<file path="config.mk">
export PLATFORM = sky130hd
export DESIGN_NAME = oflow_iou_scheduler
export DESIGN_NICKNAME = d
export VERILOG_FILES = /design/src/rtl/oflow_iou_scheduler.sv
export SDC_FILE = /design/constraint.sdc
export NUM_CORES = 1
export LEC_CHECK = 0
export ABC_AREA = 0
export ABC_CLOCK_PERIOD_IN_PS = 3200
export BUFFER_PORTS_ARGS = -buffer_cell sky130_fd_sc_hd__buf_4
export CORE_ASPECT_RATIO = 0.8
export CORE_MARGIN = 4
export CORE_UTILIZATION = 45
export CTS_CLUSTER_DIAMETER = 80
export DETAILED_ROUTE_END_ITERATION = 10
export PLACE_DENSITY_LB_ADDON = 0.25
export REMOVE_ABC_BUFFERS = 1
export SLEW_MARGIN = 20
export SYNTH_ARGS = -nofsm -noshare
export SYNTH_HDL_FRONTEND = slang
export SYNTH_SLANG_ARGS = --single-unit
</file>
<file path="constraint.sdc">
create_clock -name clk -period 3.2 [get_ports clk]
set_clock_uncertainty 0.1 [all_clocks]
set_input_delay 0.16 -clock clk [delete_from_list [all_inputs] [get_ports clk]]
set_output_delay 0.16 -clock clk [all_outputs]
set_load 0.03 [all_outputs]
</file>
<file path="src/rtl/oflow_iou_scheduler.sv">
// oflow_iou_scheduler
// Walks every (current-frame k, history h) bbox pair through the shared
// oflow_calc_iou unit. For each k it keeps the lowest 1-IoU cost (Q0.22).
// It then emits the best history index, the cost and a match flag.
//
// Ports
//   clk, reset_N          clock; synchronous active-high reset
//   start                 one-cycle frame start, accepted only when idle
//   num_k, num_hist       pair counts, clamped to MAX_K / MAX_HIST on start
//   cost_thresh           match threshold (cost <= thresh), latched on start
//   busy                  frame in progress (drops the cycle after done)
//   rd_en, rd_k_idx,
//   rd_hist_idx           bbox buffer read request
//   iou_start             one-cycle launch of oflow_calc_iou
//   iou_valid, iou_cost   IoU cost result
//   res_valid, res_*      per-k best match; res_* hold until the next result
//   done                  one-cycle end of frame (normal or aborted)
//   timeout_err           sticky watchdog flag, cleared by the next start
module oflow_iou_scheduler #(
  parameter int MAX_K    = 16,
  parameter int MAX_HIST = 16,
  parameter int IOU_LEN  = 22,
  parameter int TIMEOUT  = 64,
  localparam int K_W     = (MAX_K > 1) ? $clog2(MAX_K) : 1,
  localparam int H_W     = (MAX_HIST > 1) ? $clog2(MAX_HIST) : 1
) (
  input  logic               clk,
  input  logic               reset_N,
  input  logic               start,
  input  logic [K_W:0]       num_k,
  input  logic [H_W:0]       num_hist,
  input  logic [IOU_LEN-1:0] cost_thresh,
  output logic               busy,
  output logic               rd_en,
  output logic [K_W-1:0]     rd_k_idx,
  output logic [H_W-1:0]     rd_hist_idx,
  output logic               iou_start,
  input  logic               iou_valid,
  input  logic [IOU_LEN-1:0] iou_cost,
  output logic               res_valid,
  output logic [K_W-1:0]     res_k_idx,
  output logic [H_W-1:0]     res_hist_idx,
  output logic [IOU_LEN-1:0] res_cost,
  output logic               res_match,
  output logic               done,
  output logic               timeout_err
);

  localparam int WD_W = $clog2(TIMEOUT + 1);

  typedef enum logic [2:0] {
    S_IDLE, S_FETCH, S_LAUNCH, S_WAIT, S_UPDATE, S_EMIT, S_DONE
  } state_t;

  state_t state_q, state_d;

  logic [K_W:0]       nk_q;
  logic [H_W:0]       nh_q;
  logic [IOU_LEN-1:0] thr_q, best_cost_q, cur_cost_q;
  logic [K_W-1:0]     k_q;
  logic [H_W-1:0]     h_q, best_h_q;
  logic [WD_W-1:0]    wd_q;
  logic               busy_q, rd_en_q, iou_start_q, done_q, tmo_q;
  logic               res_valid_q, res_match_q;
  logic [K_W-1:0]     res_k_q;
  logic [H_W-1:0]     res_h_q;
  logic [IOU_LEN-1:0] res_cost_q;

  logic [K_W:0] nk_in;
  logic [H_W:0] nh_in;
  logic         start_ok, last_h, last_k, wd_exp;

  // Oversized counts saturate at the buffer depth.
  assign nk_in    = (num_k > (K_W+1)'(MAX_K)) ? (K_W+1)'(MAX_K) : num_k;
  assign nh_in    = (num_hist > (H_W+1)'(MAX_HIST)) ? (H_W+1)'(MAX_HIST) : num_hist;
  // busy stays high through the done cycle, so a start there is ignored.
  assign start_ok = start && !busy_q;
  assign last_h   = ((H_W+1)'(h_q) + (H_W+1)'(1)) == nh_q;
  assign last_k   = ((K_W+1)'(k_q) + (K_W+1)'(1)) == nk_q;
  assign wd_exp   = (wd_q == WD_W'(TIMEOUT - 1));

  always_comb begin
    state_d = state_q;
    case (state_q)
      S_IDLE:   if (start_ok) state_d = (nk_in == '0) ? S_DONE :
                                        (nh_in == '0) ? S_EMIT : S_FETCH;
      S_FETCH:  state_d = S_LAUNCH;
      S_LAUNCH: state_d = S_WAIT;
      S_WAIT:   if (iou_valid)   state_d = S_UPDATE;
                else if (wd_exp) state_d = S_DONE;
      S_UPDATE: state_d = last_h ? S_EMIT : S_FETCH;
      S_EMIT:   state_d = last_k ? S_DONE : ((nh_q == '0) ? S_EMIT : S_FETCH);
      S_DONE:   state_d = S_IDLE;
      default:  state_d = S_IDLE;
    endcase
  end

  always_ff @(posedge clk) begin
    if (reset_N) begin
      state_q     <= S_IDLE;
      nk_q        <= '0;
      nh_q        <= '0;
      thr_q       <= '0;
      k_q         <= '0;
      h_q         <= '0;
      best_cost_q <= '0;
      best_h_q    <= '0;
      cur_cost_q  <= '0;
      wd_q        <= '0;
      busy_q      <= 1'b0;
      rd_en_q     <= 1'b0;
      iou_start_q <= 1'b0;
      done_q      <= 1'b0;
      tmo_q       <= 1'b0;
      res_valid_q <= 1'b0;
      res_match_q <= 1'b0;
      res_k_q     <= '0;
      res_h_q     <= '0;
      res_cost_q  <= '0;
    end else begin
      state_q     <= state_d;
      rd_en_q     <= (state_d == S_FETCH);
      iou_start_q <= (state_d == S_LAUNCH);
      busy_q      <= (state_d != S_IDLE) || (state_q == S_DONE);
      done_q      <= (state_q == S_DONE);
      res_valid_q <= (state_q == S_EMIT);
      case (state_q)
        S_IDLE: if (start_ok) begin
          nk_q        <= nk_in;
          nh_q        <= nh_in;
          thr_q       <= cost_thresh;
          k_q         <= '0;
          h_q         <= '0;
          best_cost_q <= '1;
          best_h_q    <= '0;
          tmo_q       <= 1'b0;
        end
        S_LAUNCH: wd_q <= '0;
        S_WAIT: begin
          if (iou_valid)   cur_cost_q <= iou_cost;
          else if (wd_exp) tmo_q      <= 1'b1;
          else             wd_q       <= wd_q + 1'b1;
        end
        S_UPDATE: begin
          // Strict less-than keeps the lowest h on ties.
          if (cur_cost_q < best_cost_q) begin
            best_cost_q <= cur_cost_q;
            best_h_q    <= h_q;
          end
          if (!last_h) h_q <= h_q + 1'b1;
        end
        S_EMIT: begin
          res_k_q     <= k_q;
          res_h_q     <= best_h_q;
          res_cost_q  <= best_cost_q;
          res_match_q <= (nh_q != '0) && (best_cost_q <= thr_q);
          best_cost_q <= '1;
          best_h_q    <= '0;
          h_q         <= '0;
          if (!last_k) k_q <= k_q + 1'b1;
        end
        default: ;
      endcase
    end
  end

  assign busy         = busy_q;
  assign rd_en        = rd_en_q;
  assign rd_k_idx     = k_q;
  assign rd_hist_idx  = h_q;
  assign iou_start    = iou_start_q;
  assign res_valid    = res_valid_q;
  assign res_k_idx    = res_k_q;
  assign res_hist_idx = res_h_q;
  assign res_cost     = res_cost_q;
  assign res_match    = res_match_q;
  assign done         = done_q;
  assign timeout_err  = tmo_q;

endmodule
</file>
# Word-level counts from Yosys, hierarchy flattened
# Cells that the tools add are included.
# W data, S select, Z words.
op_classes:
  n_addsub: 5
  multipliers: 0
  div_mod_pow: 0
  magnitude_cmp: 4
  eq_ne: 18
  shift: 0
  muxes: 28
  bitwise: 0
  n_reduce_logical: 21
op_table:
  columns: ["op", "count"]
  rows:
  - ["$pmux W22 S3", 1]
  - ["$mux W22", 2]
  - ["$mux W3", 8]
  - ["$pmux W4 S3", 2]
  - ["$le A22 B22 Y1", 1]
  - ["$lt A22 B22 Y1", 1]
  - ["$pmux W3 S6", 1]
  - ["$mux W4", 4]
  - ["$logic_not A5 Y1", 3]
  - ["$mux W7", 2]
  - ["$ne A2 B2 Y1 const B", 7]
  - ["$pmux W7 S2", 1]
  - ["$reduce_and A3 Y1", 4]
  - ["$add A4 B1 Y5 const B", 2]
  - ["$eq A5 B5 Y1", 2]
  - ["$gt A5 B5 Y1 const B", 2]
  - ["$mux W5", 2]
  - ["$eq A3 B2 Y1 const B", 3]
  - ["$eq A3 B3 Y1 const B", 3]
  - ["$add A4 B1 Y4 const B", 2]
  - ["$pmux W4 S2", 1]
  - ["$add A7 B1 Y7 const B", 1]
  - ["$eq A7 B6 Y1 const B", 1]
  - ["$eq A3 B1 Y1 const B", 2]
  - ["11 further kinds", 18]
totals:
  regBits: 135
  latch_bits: 0
  mem_bits_rw: 0
  mem_bits_ro: 0
  in_bits: 58
  out_inout_bits: 45
  word_cells: 96
  n_memories: 0

# Depth between registers and ports, before layout
# Gate-level depths: netlist (run 1).
depth:
  word_depth: 9
  mapped_depth: 9

# Worst setup path after synthesis (run 1)
# Ideal clock, no wire load.
synth_timing:
  path_type: "reg-to-reg"
  startpoint: "reg k_q[0] (netlist: rd_k_idx[0])"
  endpoint: "reg iou_start_q (netlist: iou_start)"
  setup_time_ps: 96
  arrival_time_ps: 2235
  t_required_ps: 3004
  path_slack_ps: 769
  stages_incl_launch_ff: 8
  path_cell_list: "dfxtp_1 -> ha_1 -> or3b_2 -> a211oi_1 -> nand2b_1 -> nand2_1 -> o31ai_1 -> nor4b_1"
synth_via:
  elab_chain_cells: 5
synth_lines:
  columns: ["element", "line_no", "source"]
  rows:
  - ["start, declared", "60", "logic [K_W-1:0] k_q;"]
  - ["start signal, assigned", "160", "if (!last_k) k_q <= k_q + 1'b1;"]
  - ["$add A4 B1 Y5", "79", "assign last_k = ((K_W+1)'(k_q) + (K_W+1)'(1)) == nk_q;"]
  - ["$eq A5 B5 Y1", "79", null]
  - ["$mux W3", "92", "S_EMIT: state_d = last_k ? S_DONE : ((nh_q == '0) ? S_EMIT : S_FETCH);"]
  - ["$pmux W3 S6", "84", "case (state_q)"]
  - ["$eq A3 B2 Y1", "123", "iou_start_q <= (state_d == S_LAUNCH);"]
  - ["end signal, assigned", "123", null]
  - ["end, declared", "63", "logic busy_q, rd_en_q, iou_start_q, done_q, tmo_q;"]
# Every way passes these cells.
# A chain may end at the register's enable or synchronous reset.

# Worst setup path in the final report (run 1)
# Same ends and word-level chain as after synthesis.

==> run_results.csv, run 1 <==
group,metric,value,unit
drt,drt_iter0_markers,384,
timing,layout_min_cycle_time,2657,ps
yosys,avgSynthCellArea,8.036,µm²
timing,finalHoldViolCount,0,
setup_path,critPathMaxFanout,7,
place,hpwl,11.28,mm
die,fp.dieH,114.4,µm
grt,grt_pass1_wl,27.78,mm
die,initial_core_util,46.48,%
yosys,ys.warnings.count,0,
yosys,synth-seq-area-share,42.46,%
grt,grt_antenna_before_repair,0,
setup_path,r2r_cells,7,
timing,max_slew_margin,44.74,%
hold_path,worst_hold_path_type,"primary input to register",
yosys,syn_area,6365,µm²
die,rows,38,
yosys,synth-seq-cells,135,
place,io_buffers,102,
timing,period_share,83.02,%
place,placed_cells_incl_taps,1041,
setup_path,critical_path_arrival,2850,ps
cts,cts.clk_slew.worst_paths,60,ps
yosys,netlist.area_leader.share,42.46,%
setup_path,timing.rr.start,"rd_k_idx[0]",
yosys,synthesis.instances,792,
setup_path,worst-setup-path-type,"register to register",
drt,wl_per_cell,15.02,µm
timing,slew_violations,0,
power,pwr_density_cell,593.5,nW/µm²
power,leakagePower,3.410,nW
timing,clock.fmax,376.4,MHz
timing,tns,0,ps
timing,tightest_slew,826.9,ps
setup_path,reg2reg_slack,540,ps
grt,gr-total-overflow,0,
cells_and_area,drive_gt1_share,15.56,%
setup_path,cp-start-kind,"register",
grt,grt_pass1_vias,5595,
cts,clock-sinks,135,
outcome,outcome,"finished, final reports clean",
cts,cts_buffer_depth,2,
power,peakVddDrop,0.0003860,V
place,place_area,7263,µm²
cells_and_area,finish.instance_area,8338,µm²
cts,clk_latency,420,ps
yosys,synth.most_common_cell,"nand2_1",
hold_path,min_to,"timeout_err",
yosys,synthTopCellsByArea,"dfxtp_1 42%, nand2_1 11%, ha_1 9.0%, a21oi_1 8.8%, o32ai_1 3.2%",
die,core_area,13690,µm²
drt,routed_wirelength,16.89,mm
yosys,ys_async_sr_fraction,0,%
cells_and_area,stdcell_count,1125,
yosys,synth_top_cell_by_area,"dfxtp_1",
cells_and_area,area_growth,31.00,%
setup_path,timing.rr.end,"iou_start",
cts,cts_root_buffer,"clkbuf_16",
timing,setup_viol,0,
cells_and_area,nets,1038,
cts,cts_buffers,17,
setup_path,required,3390,ps
cells_and_area,diodes,0,
cts,cts_max_level,4,
yosys,synth_cell_types,55,
cells_and_area,final_core_util,60.89,%
drt,first_pass_iters,4,
cts,cts_tree,"yes",
power,finalPower,4.949,mW
drt,via_count,5917,
yosys,synth_common_cells,"184 x nand2_1, 135 x dfxtp_1, 112 x a21oi_1, 49 x nor2_1, 48 x inv_1",
flow_run,maxCapViolCount,0,
drt,detail-route-antenna-nets,0,
place,pre_cts_ws,655.9,ps
setup_path,worstSetupEndpointType,"register",
drt,remaining_drc_errors,0,
drt,viasPerCell,5.260,
cts,postCtsSetupBuffers,0,
yosys,synth-edff-count,0,
die,die_w,141.0,µm
grt,grt_max_degree,66,
yosys,ys_dominant_reg_cell,"dfxtp_1",
timing,rsz0062_at_grt,"false",
die,die_area,16120,µm²
grt,grtUsageTotal,21.30,%
place,gp_congestion,0.8373,
hold_path,hp-start,"iou_valid",
hold_path,min_delay_path_depth,4,
timing,setup_ws,543.5,ps
die,ios,103,
timing,whs,47.06,ps
-- worst max path at each step --
stage | slack (ps) | end | depth (start not counted) | from
floorplan | 110 | best_cost_q[0] | 8 | best_cost_q[3]
global placement | 800 | best_cost_q[8] | 9 | best_cost_q[3]
detailed placement | 660 | iou_start | 7 | rd_k_idx[0]
CTS | 600 | iou_start | 7 | rd_k_idx[0]
global route | 340 | iou_start | 7 | rd_k_idx[0]
finish | 540 | iou_start | 7 | rd_k_idx[0]
-- metal layers --
layer	global-route usage, %	wire (µm)	up-vias
met5	0	0	-
met1	30.78	8536	2726
li1	-	-	3024
met2	32.37	7284	151
met3	3.299	843	16
met4	7.553	228	0
-- critical path: stages, from the launching register on --
cell	delay (ps)
dfxtp_1	470
ha_1	290
or3b_2	460
a211oi_1	250
nand2b_1	220
nand2_1	100
o31ai_1	330
nor4b_1	330
-- area by class of cell --
class	count	area [µm²]
fill	1242	5355
multi-input combinational	564	3304
sequential	135	2703
timing repair buffer	166	1381
clock buffer	26	489.2
tap	180	225.2
inverter	50	190.2
clock inverter	4	45.04
-- registers in the layout, summed over array words and instances (netlist names), 4 cells and up --
name          flops
best_cost_q      22
best_h_q          4
cur_cost_q       22
nh_q              5
nk_q              5
rd_hist_idx       4
rd_k_idx          4
res_cost         22
res_hist_idx      4
res_k_idx         4
thr_q            22
wd_q              7
-- logic make-up after synthesis --
group | synth area share [%]
DFF | 42.46
and+or+nand+nor | 22.23
AOI/OAI and AO/OA | 18.07
buffers and inverters | 5.917
adders and majority gates | 9.043
xor gates and xnor gates | 1.789
muxes | 0.4914
-- cells in the final DEF, fill, tap and decap left out, types with 3 or more instances in the layout --
cell type,Yosys,routed
buf_4,1,112
nor4_1,3,3
inv_1,48,48
a21o_1,6,6
nand4_1,8,8
xnor2_1,4,4
o21ai_0,12,11
clkbuf_8,0,3
xor2_1,9,9
and3_1,6,6
dfxtp_1,135,135
a31oi_1,4,4
nor3b_1,7,7
clkinv_2,0,3
a211oi_1,7,7
nand2b_1,8,8
nand3b_1,11,11
a21oi_1,112,112
nand2_1,184,184
clkbuf_1,34,6
clkbuf_16,0,17
dlygate4sd3_1,0,54
nor3_1,8,6
nand3_1,8,8
or4_1,4,4
a221o_1,3,3
ha_1,46,46
o211ai_1,3,3
and2_1,3,3
nor2_1,49,49
o32ai_1,23,23
-- power by group --
part           switching, mW  internal, mW
clock network          0.692          1.12
logic                  0.651         0.482
registers              0.164          1.84
-- repair_timing --
action	4_1_cts	5_1_grt
hold buffers	54	0
setup endpoints to repair	0	0
gates resized for setup	0	0
endpoints found under the hold margin	54	0
No activity file was read; power rests on OpenSTA's default activity.
==> inputs of run 2 (changes only) <==
- ABC_CLOCK_PERIOD_IN_PS: 3200 -> 2400
- clock period: 3.2 -> 2.4 ns (I/O delays scaled with it)
==> run 2 against run 1 <==
Net effect: clock-buffer cell count is 1 lower; largest power group is now the clock network; power increased by 44%; sequential share of layout area shrank 1.6 points; worst setup slack got worse by 480 ps; clock power increased by 52%; sequential power increased by 32%; non-clock buffer count up 25; final cell count is 2.4% higher.
==> run_results.csv, run 2 (synthesis gave the netlist of run 1 again) <==
group,metric,value,unit
timing,tightest_slew,566.7,ps
drt,detail-route-antenna-nets,0,
setup_path,critical_path_arrival,2510,ps
place,io_buffers,102,
setup_path,worst_path_largest_cell_delay,400,ps
grt,grt_max_degree,55,
drt,via_count,6012,
setup_path,critPathMaxFanout,9,
die,initial_core_util,46.48,%
setup_path,worstSetupEndpointType,"register",
timing,max_slew_margin,61.24,%
die,die_w,141.0,µm
hold_path,worst_hold_path_type,"primary input to register",
cts,cts.clk_slew.worst_paths,60,ps
timing,finalHoldViolCount,0,
cts,clk_latency,410,ps
timing,slew_violations,0,
drt,routed_wirelength,17.30,mm
drt,viasPerCell,5.219,
grt,gr-total-overflow,0,
die,ios,103,
grt,grt_antenna_before_repair,0,
cells_and_area,multi_input_area,3431,µm²
setup_path,required,2570,ps
timing,clock.fmax,427.4,MHz
place,pre_cts_ws,61.05,ps
timing,setup_ws,60.19,ps
drt,remaining_drc_errors,0,
timing,setup_viol,0,
cells_and_area,area_growth,37.96,%
die,rows,38,
cells_and_area,finish.instance_area,8781,µm²
grt,grtUsageTotal,21.57,%
cells_and_area,nFillCells,1190,
cells_and_area,layout_commonest_cell,"nand2_1",
cts,cts_max_level,4,
hold_path,min_delay_path_depth,2,
setup_path,cp_cell_sequence,"inv_1 > ha_1 > nand4_1 > nor3_1 > and2_1 > a31oi_1 > a21oi_1 > buf_4 > o32ai_2",
place,hpwl,11.52,mm
flow_run,maxCapViolCount,0,
setup_path,cp-start-kind,"register",
drt,drt_iter0_markers,430,
place,gp_congestion,0.9084,
grt,grt_pass1_wl,28.24,mm
cells_and_area,final_core_util,64.13,%
power,pwr_density_cell,813.1,nW/µm²
power,leakagePower,3.626,nW
setup_path,r2r_cells,9,
timing,tns,0,ps
cts,cts_buffers,17,
timing,period_share,97.49,%
timing,rsz0062_at_grt,"true",
die,core_area,13690,µm²
grt,grt_pass1_vias,5676,
drt,first_pass_iters,7,
cts,cts_tree,"yes",
cells_and_area,final_cell_mix,"184 x nand2_1, 133 x dfxtp_1, 133 x buf_4, 110 x a21oi_1, 55 x dlygate4sd3_1",
setup_path,cpLargestDelayFamily,"simple AND/OR/NAND/NOR gates",
timing,layout_min_cycle_time,2340,ps
cells_and_area,diodes,0,
place,place_area,7456,µm²
cells_and_area,drive_gt1_share,20.47,%
die,fp.dieH,114.4,µm
cells_and_area,seq_area,2705,µm²
die,die_area,16120,µm²
setup_path,cp_num_cells,9,
setup_path,slowest_stage,"dfxtp_1",
power,peakVddDrop,0.0006391,V
place,placed_cells_incl_taps,1065,
setup_path,cp_num_buf_inv,2,
cts,clock-sinks,135,
drt,wl_per_cell,15.02,µm
cts,cts_root_buffer,"clkbuf_16",
cells_and_area,nets,1063,
setup_path,worst-setup-path-type,"register to register",
cells_and_area,stdcell_count,1152,
cts,cts_buffer_depth,2,
outcome,outcome,"finished, final reports clean",
[run 2: cell types whose count changed in the layout (fill, tap and decap cells not counted), sizes merged]
cell	change
buf	+24
dlygate4sd3	+1
clkbuf	-1
bufinv	+2
clkinvlp	+1
[run 2: power by group]
part / switching (mW) / leakage [nW] / internal [mW] / total [mW]
logic: 0.945 / 2.21 / 0.774 / 1.72
registers: 0.198 / 1.10 / 2.46 / 2.66
clock network: 0.940 / 0.315 / 1.82 / 2.76
[run 2: layout make-up]
class                      count  area share [%]
multi-input combinational    564           39.07
sequential                   135           30.81
timing repair buffer         191           18.12
clock buffer                  25           5.985
tap                          180           2.565
inverter                      50           2.166
clock inverter                 7           1.282
[run 2: stage by stage]
stage | hold WS (ps) | power, mW
floorplan | 89.07 | 3.609
CTS | 88.31 | 7.037
global route | 128.7 | 7.518
detailed placement | 276.6 | 4.192
finish | 100.4 | 7.140
global placement | 273.1 | 4.176
[run 2: worst paths after layout]
| path | startpoint | end | slack (ps) |
|---|---|---|---|
| min | reset_N | state_q[2] | 100 |
| min reg2reg | res_cost[4] | res_cost[4] | 350 |
| max | best_cost_q[17] | best_cost_q[5] | 60 |
| max reg2reg | best_cost_q[17] | best_cost_q[5] | 60 |
[run 2: layer usage]
metal | vias up | global-route usage, % | part of all wire [%]
met1 | 2758 | 31.63 | 50
met2 | 158 | 32.21 | 44
li1 | 3081 | - | -
met4 | 0 | 6.520 | 0.92
met5 | - | 0 | 0
met3 | 15 | 4.092 | 5.8
[run 2: what timing repair did]
item / in CTS / in global routing
hold buffers: 55 / 0
endpoints found under the hold margin: 56 / 0
gates resized for setup: 0 / 25
setup buffers: 0 / 0
endpoints found under the setup margin: 0 / 28
